$ cat config.mk
export PLATFORM = sky130hd
export DESIGN_NAME = mem_image_writer
export DESIGN_NICKNAME = d
export VERILOG_FILES = /design/src/rtl/mem_image_writer.sv
export SDC_FILE = /design/constraint.sdc
export NUM_CORES = 1
export LEC_CHECK = 0
export ABC_CLOCK_PERIOD_IN_PS = 3400
export CORE_MARGIN = 8
export CORE_UTILIZATION = 55
export CTS_CLUSTER_SIZE = 25
export DETAILED_ROUTE_END_ITERATION = 16
export DONT_BUFFER_PORTS = 1
export PLACE_DENSITY = 0.68
export SETUP_SLACK_MARGIN = 0.02
export SYNTH_ARGS = -nofsm -noshare
export SYNTH_HDL_FRONTEND = slang
export SYNTH_SLANG_ARGS = --single-unit
export TNS_END_PERCENT = 10
$ cat constraint.sdc
create_clock -name clock -period 3.4 [get_ports clock]
set_clock_uncertainty 0.05 [all_clocks]
set_input_delay 1.02 -clock clock [delete_from_list [all_inputs] [get_ports clock]]
set_output_delay 1.02 -clock clock [all_outputs]
set_load 0.05 [all_outputs]
$ cat src/rtl/mem_image_writer.sv
// mem_image_writer: streams a range of memory as ASCII octal load-image text.
// Emits "*oooooo\n" (data offset), "@oooooo\n" (start address), then one
// "-oooooo\n" line per 16-bit word over a byte-wide valid/ready stream.
// Optional feature macro: MEM_IMAGE_WRITER_CHECKSUM_EN adds a trailing
// "#oooooo\n" line carrying the 16-bit wrapping sum of all dumped words.
module mem_image_writer #(
    parameter int unsigned ADDR_W = 16
) (
    input  logic              clock,
    input  logic              reset,
    input  logic              start,
    input  logic [15:0]       dataOffset,
    input  logic [ADDR_W-1:0] startAddr,
    input  logic [15:0]       wordCount,
    output logic              memReq,
    output logic [ADDR_W-1:0] memAddr,
    input  logic [15:0]       memData,
    input  logic              memValid,
    output logic              txValid,
    output logic [7:0]        txByte,
    input  logic              txReady,
    output logic              busy,
    output logic              done
);

    typedef enum logic [2:0] {
        S_IDLE,
        S_HDR_STAR,
        S_HDR_AT,
        S_FETCH,
        S_EMIT,
        S_CKSUM,
        S_FINISH
    } state_t;

    // State entered once the last word line (or the empty header) is sent.
`ifdef MEM_IMAGE_WRITER_CHECKSUM_EN
    localparam state_t TAIL = S_CKSUM;
`else
    localparam state_t TAIL = S_FINISH;
`endif

    state_t            state_q, state_d;
    logic [2:0]        byte_cnt_q, byte_cnt_d;
    logic [15:0]       word_cnt_q, word_cnt_d;
    logic [ADDR_W-1:0] addr_q, addr_d;
    logic [15:0]       line_q, line_d;
    logic [15:0]       offset_q, offset_d;
`ifdef MEM_IMAGE_WRITER_CHECKSUM_EN
    logic [15:0]       sum_q, sum_d;
`endif

    logic accept;
    logic line_end;
    logic capture;
    logic [7:0]  sym;
    logic [15:0] val;
    logic [2:0]  digit;

    assign accept   = txValid && txReady;
    assign line_end = accept && (byte_cnt_q == 3'd7);
    assign capture  = memReq && memValid;

    // State and datapath registers, cleared asynchronously on reset.
    always_ff @(posedge clock or negedge reset) begin
        if (!reset) begin
            state_q    <= S_IDLE;
            byte_cnt_q <= '0;
            word_cnt_q <= '0;
            addr_q     <= '0;
            line_q     <= '0;
            offset_q   <= '0;
`ifdef MEM_IMAGE_WRITER_CHECKSUM_EN
            sum_q      <= '0;
`endif
        end else begin
            state_q    <= state_d;
            byte_cnt_q <= byte_cnt_d;
            word_cnt_q <= word_cnt_d;
            addr_q     <= addr_d;
            line_q     <= line_d;
            offset_q   <= offset_d;
`ifdef MEM_IMAGE_WRITER_CHECKSUM_EN
            sum_q      <= sum_d;
`endif
        end
    end

    // Next-state logic: headers, then fetch/emit per word, then optional trailer.
    always_comb begin
        state_d = state_q;
        case (state_q)
            S_IDLE:     if (start) state_d = S_HDR_STAR;
            S_HDR_STAR: if (line_end) state_d = S_HDR_AT;
            S_HDR_AT:   if (line_end) state_d = (word_cnt_q == 16'd0) ? TAIL : S_FETCH;
            S_FETCH:    if (memValid) state_d = S_EMIT;
            S_EMIT:     if (line_end) state_d = (word_cnt_q == 16'd1) ? TAIL : S_FETCH;
            S_CKSUM:    if (line_end) state_d = S_FINISH;
            S_FINISH:   state_d = S_IDLE;
            default:    state_d = S_IDLE;
        endcase
    end

    // Counter, address and capture-register updates.
    always_comb begin
        byte_cnt_d = byte_cnt_q;
        word_cnt_d = word_cnt_q;
        addr_d     = addr_q;
        line_d     = line_q;
        offset_d   = offset_q;
`ifdef MEM_IMAGE_WRITER_CHECKSUM_EN
        sum_d      = sum_q;
`endif
        if (state_q == S_IDLE && start) begin
            byte_cnt_d = '0;
            word_cnt_d = wordCount;
            addr_d     = {startAddr[ADDR_W-1:1], 1'b0};
            offset_d   = dataOffset;
`ifdef MEM_IMAGE_WRITER_CHECKSUM_EN
            sum_d      = '0;
`endif
        end
        // The 3-bit counter wraps 7 -> 0, which is exactly the start of the next line.
        if (accept) begin
            byte_cnt_d = byte_cnt_q + 3'd1;
        end
        if (capture) begin
            line_d = memData;
            addr_d = addr_q + ADDR_W'(2);
`ifdef MEM_IMAGE_WRITER_CHECKSUM_EN
            sum_d  = sum_q + memData;
`endif
        end
        if (state_q == S_EMIT && line_end) begin
            word_cnt_d = word_cnt_q - 16'd1;
        end
    end

    // Outputs decoded from state; the character is built from the line's symbol and value.
    always_comb begin
        memReq  = (state_q == S_FETCH);
        memAddr = addr_q;
        done    = (state_q == S_FINISH);
        busy    = (state_q == S_HDR_STAR) || (state_q == S_HDR_AT) ||
                  (state_q == S_FETCH)    || (state_q == S_EMIT)   ||
                  (state_q == S_CKSUM);
        txValid = (state_q == S_HDR_STAR) || (state_q == S_HDR_AT) ||
                  (state_q == S_EMIT)     || (state_q == S_CKSUM);

        sym = 8'h00;
        val = 16'h0000;
        case (state_q)
            S_HDR_STAR: begin sym = 8'h2A; val = offset_q;   end
            S_HDR_AT:   begin sym = 8'h40; val = 16'(addr_q); end
            S_EMIT:     begin sym = 8'h2D; val = line_q;     end
`ifdef MEM_IMAGE_WRITER_CHECKSUM_EN
            S_CKSUM:    begin sym = 8'h23; val = sum_q;      end
`endif
            default:    begin sym = 8'h00; val = 16'h0000;   end
        endcase

        digit = 3'd0;
        case (byte_cnt_q)
            3'd1:    digit = {2'b00, val[15]};
            3'd2:    digit = val[14:12];
            3'd3:    digit = val[11:9];
            3'd4:    digit = val[8:6];
            3'd5:    digit = val[5:3];
            3'd6:    digit = val[2:0];
            default: digit = 3'd0;
        endcase

        txByte = 8'h00;
        if (txValid) begin
            if (byte_cnt_q == 3'd0) begin
                txByte = sym;
            end else if (byte_cnt_q == 3'd7) begin
                txByte = 8'h0A;
            end else begin
                txByte = 8'h30 + {5'b00000, digit};
            end
        end
    end

endmodule

# ---- Word-level counts from Yosys, hierarchy flattened
# Cells that the tools add are included.
dict set report op_classes {
  n_eq_ne 20
  add_sub_neg 4
  muxes 21
  n_reduce_logical 18
}
# cell count
set ops {}
lappend ops {{16-bit 2-to-1 mux} 4}
lappend ops {{16-bit case mux with 3 select lines} 1}
lappend ops {{3-bit case mux with 6 select lines} 2}
lappend ops {{3-bit 2-to-1 mux} 10}
lappend ops {{3-bit equality test, second input constant} 7}
lappend ops {{7-bit case mux with 3 select lines} 1}
lappend ops {{16-bit by 2-bit adder with 16-bit output, second input constant} 1}
lappend ops {{16-bit by 1-bit equality test with 1-bit output, second input constant} 1}
lappend ops {{16-bit zero test} 1}
lappend ops {{8-bit 2-to-1 mux} 2}
lappend ops {{16-bit by 1-bit subtractor with 16-bit output, second input constant} 1}
lappend ops {{3-bit by 2-bit equality test with 1-bit output, second input constant} 4}
lappend ops {{2-bit inequality test, second input constant} 5}
lappend ops {{6-bit by 3-bit adder with 7-bit output, first input constant} 1}
lappend ops {{7-bit 2-to-1 mux} 1}
lappend ops {{3-bit by 1-bit equality test with 1-bit output, second input constant} 2}
lappend ops {{3-bit zero test} 2}
lappend ops {{1-bit logical OR} 6}
lappend ops {{6-bit AND reduction} 1}
lappend ops {{2-bit nonzero test} 3}
lappend ops {{1-bit logical AND} 5}
lappend ops {{3-bit by 1-bit adder with 3-bit output, second input constant} 1}
lappend ops {{2-bit by 1-bit inequality test with 1-bit output, second input constant} 1}
dict set report totals {
  output_inout_bits 28
  input_bits 69
  reg_bits 70
}

# ---- Logic depth before layout (Yosys ltp)
# Gate-level depths: netlist of run 1.
dict set report depth {
  word_depth 8
  ltp_mapped 7
}

# ---- Worst setup path before layout of run 1
# No wires, ideal clock.
dict set report synth_timing {
  path_type {register -> output}
  startpoint {reg state_q[0]}
  endpoint {out txByte[4]}
  slack_ns -0.553
  t_arrival_ns 2.883
  n_path_buf 1
  stages_incl_launch_ff 5
  t_required_ns 2.330
  path_cell_list {dfrtp_1 buf_4 nor2_1 xnor2_1 nor3b_1}
}
# item line_no
set synth_lines {}
lappend synth_lines {{start, declared} 43} ;# state_t state_q, state_d;
lappend synth_lines {{start signal, assigned} 77} ;# state_q <= state_d;
lappend synth_lines {{3-bit by 1-bit equality test with 1-bit output / 3-bit by 2-bit equality test with 1-bit output (equally long branches)} 147} ;# txValid = (state_q == S_HDR_STAR) || (state_q == S_HDR_AT) ||
lappend synth_lines {{1-bit logical OR (2 in a row)} 147}
lappend synth_lines {{1-bit logical OR *} 148} ;# (state_q == S_EMIT) || (state_q == S_CKSUM);
lappend synth_lines {{named net txValid} 19} ;# output logic txValid,
lappend synth_lines {{8-bit 2-to-1 mux *} 174} ;# if (txValid) begin
lappend synth_lines {{end, declared} 20} ;# output logic [7:0] txByte,
# The timed path passes the listed nets; every way through them passes the cells marked *.

# ---- Final worst setup path of run 1
dict set report layout_timing {
  startpoint {reg state_q[1]}
  endpoint {out txByte[0]}
}
dict set report layout_via {
  elab_chain_cells 7
}
# item line_no
set layout_rtl {}
lappend layout_rtl {{3-bit equality test, or another cell as far along} {148, 152}}
lappend layout_rtl {{16-bit case mux with 3 select lines} 152} ;# case (state_q)
lappend layout_rtl {{3-bit case mux with 6 select lines} 163} ;# case (byte_cnt_q)
lappend layout_rtl {{6-bit by 3-bit adder with 7-bit output} 180} ;# txByte = 8'h30 + {5'b00000, digit};
lappend layout_rtl {{7-bit 2-to-1 mux} 177} ;# end else if (byte_cnt_q == 3'd7) begin
lappend layout_rtl {{8-bit 2-to-1 mux} 175} ;# if (byte_cnt_q == 3'd0) begin
lappend layout_rtl {{8-bit 2-to-1 mux *} 174}
# Mark *: on every way between the ends. The rest lies on a longest branch, timed or not.

==> results of run 1 <==
-- final cells by class --
cell class / count / area share, %
clock inverters: 2 / 0.726
flip-flops and latches: 69 / 35.8
well taps: 102 / 2.65
clock buffers: 12 / 3.01
multi-input cells: 404 / 50.8
repair buffers: 35 / 5.68
inverters: 17 / 1.32
-- layer usage --
layer / wire, µm / part of all wire [%]
met1: 5630 / 45
met2: 5650 / 45
met3: 917 / 7.4
met4: 222 / 1.8
met5: 0 / 0
-- metrics by stage --
stage	utilization, %	total power, µW	hold slack [ns]	cell area (µm²)
2_1_floorplan	-	3250	0.387	4360
3_3_place_gp	60.0	3890	0.414	4610
3_5_place_dp	60.0	3950	0.414	4610
4_1_cts	62.3	4610	0.307	4790
5_1_grt	62.7	4930	0.302	4820
6_report	62.7	4640	0.318	4820
-- sequential cells by signal, summed over array words and instances (netlist names) --
signal	count
line_q	16
byte_cnt_q	3
state_q	3
memAddr	15
word_cnt_q	16
offset_q	16
-- cell families after synthesis --
kind of cell,after synthesis,synth area share (%)
buffers and inverters,52,5.26
muxes,5,1.18
and+or+nand+nor,265,32.0
other,1,0.0862
DFF,69,39.7
adders and majority gates,9,2.59
xor gates and xnor gates,1,0.201
AOI/OAI and AO/OA,122,19.0
-- final timing paths --
kind,slack [ns],to,start,depth (start not counted)
max in group asynchronous,2.86,byte_cnt_q[2],reset,0
worst max-delay path,0.10,txByte[0],state_q[1],5
worst min-delay path,0.32,memAddr[12],reset,0
worst max register to register,0.80,memAddr[13],state_q[1],6
worst min register to register,0.43,line_q[9],line_q[9],2
min in group clock,0.43,line_q[9],line_q[9],2
-- cells in the mapped netlist, types with 12 or more instances --
library cell,count,area (µm²)
nand3b_1,30,225
nor3_1,17,85.1
a211oi_1,14,105
a21oi_1,24,120
nand3_1,12,60.1
nand2b_1,12,75.1
nor2_1,25,93.8
dfrtp_1,69,1730
nand2_1,120,450
inv_1,17,63.8
clkbuf_1,21,78.8
o21ai_0,27,135
-- placed cells by master (no fill, tap or decap), drive strengths merged, types with 3 or more instances in the layout --
cell type	netlist	layout
nand2	121	121
dfrtp	69	69
buf	14	35
nand3b	30	30
o21ai	29	29
nor2	25	25
a21oi	24	24
nor3	18	18
inv	17	17
a211oi	14	14
nand2b	12	12
nand3	12	12
clkbuf	21	12
ha	9	9
nor4	9	9
nand4	8	8
o211ai	6	6
o311ai	6	6
o31ai	6	6
a211o	5	5
and2	5	5
a32oi	4	4
mux2i	4	4
a31oi	4	4
nor3b	4	4
o2111ai	3	3
and3	3	3
a221o	3	3
nor4b	3	3
-- power groups by stage --
stage | sequential (µW) | clock, µW | combinational, µW
global placement | 1520 | 0 | 2370
finish | 1530 | 643 | 2460
global route | 1570 | 692 | 2670
floorplan | 1780 | 0 | 1480
CTS | 1520 | 662 | 2430
detailed placement | 1530 | 0 | 2420
-- repair_timing --
item,4_1_cts,5_1_grt
gates resized for setup,1,6
buffers inserted,0,1
endpoints found under the hold margin,0,0
setup endpoints to repair,1,3
pin swaps,0,0
==> metrics, run 1 <==
DRT Wirelength 12400 µm; max_cap viols 0; top_reg_cell synth dfrtp_1; Post-DP HPWL 9140 µm; CP bufs+invs 1; Overflow after GRT 0; clk_lat worst skew roughly 0.33 ns; Root Driver clkbuf_8; register area share after synthesis roughly two fifths; DR pass1 iterations 5; I/O pin cnt 97; Leakage approximately 0.002 µW; register area approximately 1700 µm²; Place WS 0.386 ns; Die X-Extent 105 µm; DRC viols 0; Final min period 3.30 ns; Clock transition at path regs ~0.080 ns; routed length per instance around 19 µm; multi-input combinational cell area roughly 2500 µm²; CTS Buf Count 9; largest stage delay on the critical path 0.59 ns; M3 GR Usage roughly 4.9%; initial antenna violation count 0; global-route wire length before repair around 20000 µm; final cycle utilization of the critical path between 90% and 100%; run status finished clean; crit path max fanout 12; CTS tree built; Switching Fraction about half; Post-synth EDFFs 0; CP arrival 2.23 ns; Area Overhead vs Synth 10.9%; via count 4023; Setup crit end kind primary output; async set-reset flop share out of synthesis 100%; post-route ant nets 0; mapped cell area between 4000 and 5000 µm²; Initial Utilization 56.6%; # H-tree levels 3; core area 7690 µm²; Pint 2390 µW; CP max-delay cell or3b_1; n_diodes 0; slew of the pin with the lowest slew margin 0.864 ns; # rows 32; Slew Limit Fails 0; Cell Pwr Density between 900 and 1000 nW/µm²; die height 105 µm; worst path cell trace or3b_1, o21ai_0, o21ai_0, a32oi_1, buf_4; HP Class input port to asynchronous set/reset pin; PortBufs 0; Setup CP Type flip-flop to primary output; CTS hold repair buffers 0; post-synthesis register bit count 69; CP most frequent cell o21ai_0; Synth cell types 65; Switch Pwr 2250 µW; fmax 0.303 GHz; Worst Slack Setup Final 0.104 ns; Post-Layout Cell Count 641; grt met1 use 30.2%; final setup vio count 0; via density per instance 6.28; global route hottest layer met2; Worst Setup Start Kind flip-flop; clk sinks between 60 and 70; YS warnings 0; vias in the first global route 3881; Syn Inst Count 524; Seq pwr share around a third; fin nets around 610; data required time of the worst path 2.33 ns; Worst slew margin ~42%; Clock power frac 13.9%; die area 11000 µm²; cell count after placement 626; Final Hold Viols 0; DRT iter0 DRCs 248; Worst VDD drop 0.703 mV; Fill cells roughly 710; GRT Overall Usage 22.1%; Syn Area/Cell 8.30 µm²; RSZ-0062 raised after global routing yes; GRT met2 Usage 33.8%; Logic pwr share 53.1%; layout cells sized above 1 12.6%; Setup TNS Final 0 ns; GP Congestion 0.891; cell class contributing the biggest share of worst-path delay compound AO/OA/AOI/OAI gates; largest net degree at the start of global routing 70; clock tree buffer depth 2
Power figures use the tool's default switching activity.
==> run 2, diff against run 1 <==
--- a/config.mk
+++ b/config.mk
@@ -5,13 +5,12 @@
 export SDC_FILE = /design/constraint.sdc
 export NUM_CORES = 1
 export LEC_CHECK = 0
-export ABC_CLOCK_PERIOD_IN_PS = 3400
 export CORE_MARGIN = 8
-export CORE_UTILIZATION = 55
+export CORE_UTILIZATION = 40
 export CTS_CLUSTER_SIZE = 25
 export DETAILED_ROUTE_END_ITERATION = 16
 export DONT_BUFFER_PORTS = 1
-export PLACE_DENSITY = 0.68
+export PLACE_DENSITY = 0.52
 export SETUP_SLACK_MARGIN = 0.02
 export SYNTH_ARGS = -nofsm -noshare
 export SYNTH_HDL_FRONTEND = slang
==> metrics, run 2 (same netlist as run 1, synthesis figures left out) <==
run status finished clean; max_cap viols 0; Leakage 0.00203 µW; via density per instance 5.83; CTS Buf Count 9; final cycle utilization of the critical path between 90 and 100%; I/O pin cnt 97; post-route ant nets 0; DR pass1 iterations 4; Area Overhead vs Synth 11.3%; DRC viols 0; Critical Path Start state_q[2]; Worst Reg2Reg Path Length in Cells 6; Die X-Extent 120 µm; die area between 10000 and 15000 µm²; clk sinks 69; final setup vio count 0; layout cells sized above 1 between 10% and 20%; Setup CP Type flip-flop to primary output; Setup crit end kind primary output; HP Class input port to asynchronous set/reset pin; multi-input combinational cell area 2460 µm²; initial antenna violation count 0; clock tree buffer depth 2; RR Startpoint state_q[2]; Worst slew margin 44.6%; CTS tree built; Root Driver clkbuf_8; DRT iter0 DRCs 254; register area 1730 µm²; data required time of the worst path 2.33 ns; Initial Utilization 40.5%; largest registers line_q: 16 flops, offset_q: 16 flops, word_cnt_q: 16 flops; most frequent cells in the layout nand2_1, dfrtp_1, buf_4; vias in the first global route 3867; fin nets ~610; Worst VDD drop 0.492 mV; CP arrival 2.25 ns; Slew Limit Fails 0; die height between 100 and 150 µm; routed length per instance 19.6 µm; n_diodes 0; Clock power frac 12.0%; CTS hold repair buffers 0; Worst Setup Start Kind flip-flop; PortBufs 0; Switching Fraction 49.6%; via count 3942; Seq pwr share 33.2%; Switch Pwr 2270 µW; Power Total ~4600 µW; slew of the pin with the lowest slew margin 0.830 ns; # rows 38; GRT Overall Usage around 18%; # H-tree levels 3; GP Congestion just over 0.9; clk_lat worst skew 0.35 ns; largest net degree at the start of global routing 70; final core utilization 45.1%; core area 10700 µm²; Final min period 3.32 ns; fmax 0.301 GHz; Fill cells roughly 1100; Overflow after GRT 0; global-route wire length before repair 21100 µm; Logic pwr share 54.9%; Final Hold Viols 0; worst r2r dst memAddr[13]; crit path max fanout 18; most common cell after layout, fill and taps aside nand2_1; Pint roughly 2300 µW; r2r setup slk 0.82 ns; Post-DP HPWL just under 10000 µm; DRT Wirelength around 13000 µm; Clock transition at path regs about 0.070 ns; Cell Pwr Density 944 nW/µm²; RSZ-0062 raised after global routing yes
==> run 2: cell types whose count changed in the layout (fill, tap and decap cells not counted) <==
cell       previous run  this run
clkbuf_1              2         3
buf_6                 3         1
or3b_1                1         0
or3b_4                0         1
ha_2                  1         2
buf_4                32        31
buf_12                0         2
ha_1                  8         7
bufinv_16             1         0
clkinv_2              1         0
clkbuf_8             10         9
==> run 2: worst max-delay path: stages (launching register included) <==
cell,delay (ns)
dfrtp_1,0.38
buf_4,0.20
buf_6,0.18
nor4bb_1,0.38
a211o_1,0.15
a311oi_1,0.11
a31oi_1,0.26
buf_4,0.24
==> run 2: timing repair <==
action / CTS / global route
resized for setup: 2 / 5
endpoints found under the setup margin: 4 / 4
setup buffers: 0 / 0
==> run 2: cell type report <==
class | count | area share [%]
Clock buffer | 12 | 2.79
Multi-Input combinational cell | 404 | 50.7
Timing Repair Buffer | 34 | 5.87
Sequential cell | 69 | 35.7
Inverter | 17 | 1.32
Tap cell | 140 | 3.62
==> run 2: how the worst max path moves through the flow <==
stage	to	slack, ns
3_5_place_dp	txByte[2]	0.37
5_1_grt	txByte[0]	0.01
6_report	txByte[1]	0.08
4_1_cts	txByte[2]	0.008
2_1_floorplan	txByte[6]	-0.17
3_3_place_gp	txByte[2]	0.42
==> run 2: layer usage <==
layer | global-route usage [%] | part of all wire (%) | wire length, µm | up-vias
met5 | 0 | 0 | 0 | -
met4 | 6.79 | 1.3 | 167 | 0
met1 | 26.3 | 49 | 6510 | 1912
met3 | 4.29 | 7.0 | 927 | 11
li1 | - | - | - | 1904
met2 | 26.5 | 43 | 5650 | 115
==> run 2: per-stage QoR <==
| step | area (µm²) | TNS [ns] | setup WS, ns | instances | hold WS [ns] |
|---|---|---|---|---|---|
| floorplan | 4360 | -0.342 | -0.172 | 525 | 0.387 |
| global placement | 4680 | 0 | 0.418 | 664 | 0.415 |
| detailed placement | 4680 | 0 | 0.373 | 664 | 0.416 |
| CTS | 4820 | 0 | 0.00790 | 676 | 0.292 |
| global route | 4840 | 0 | 0.0106 | 676 | 0.282 |
| finish | 4840 | 0 | 0.0785 | 676 | 0.305 |
==> run 2: power groups by stage <==
stage / clock, µW / combinational, µW / sequential, µW
after floorplan: 0 / 1480 / 1780
after global placement: 0 / 2440 / 1520
after detailed placement: 0 / 2480 / 1520
after CTS: 566 / 2490 / 1510
after global routing: 600 / 2720 / 1570
final: 547 / 2510 / 1520
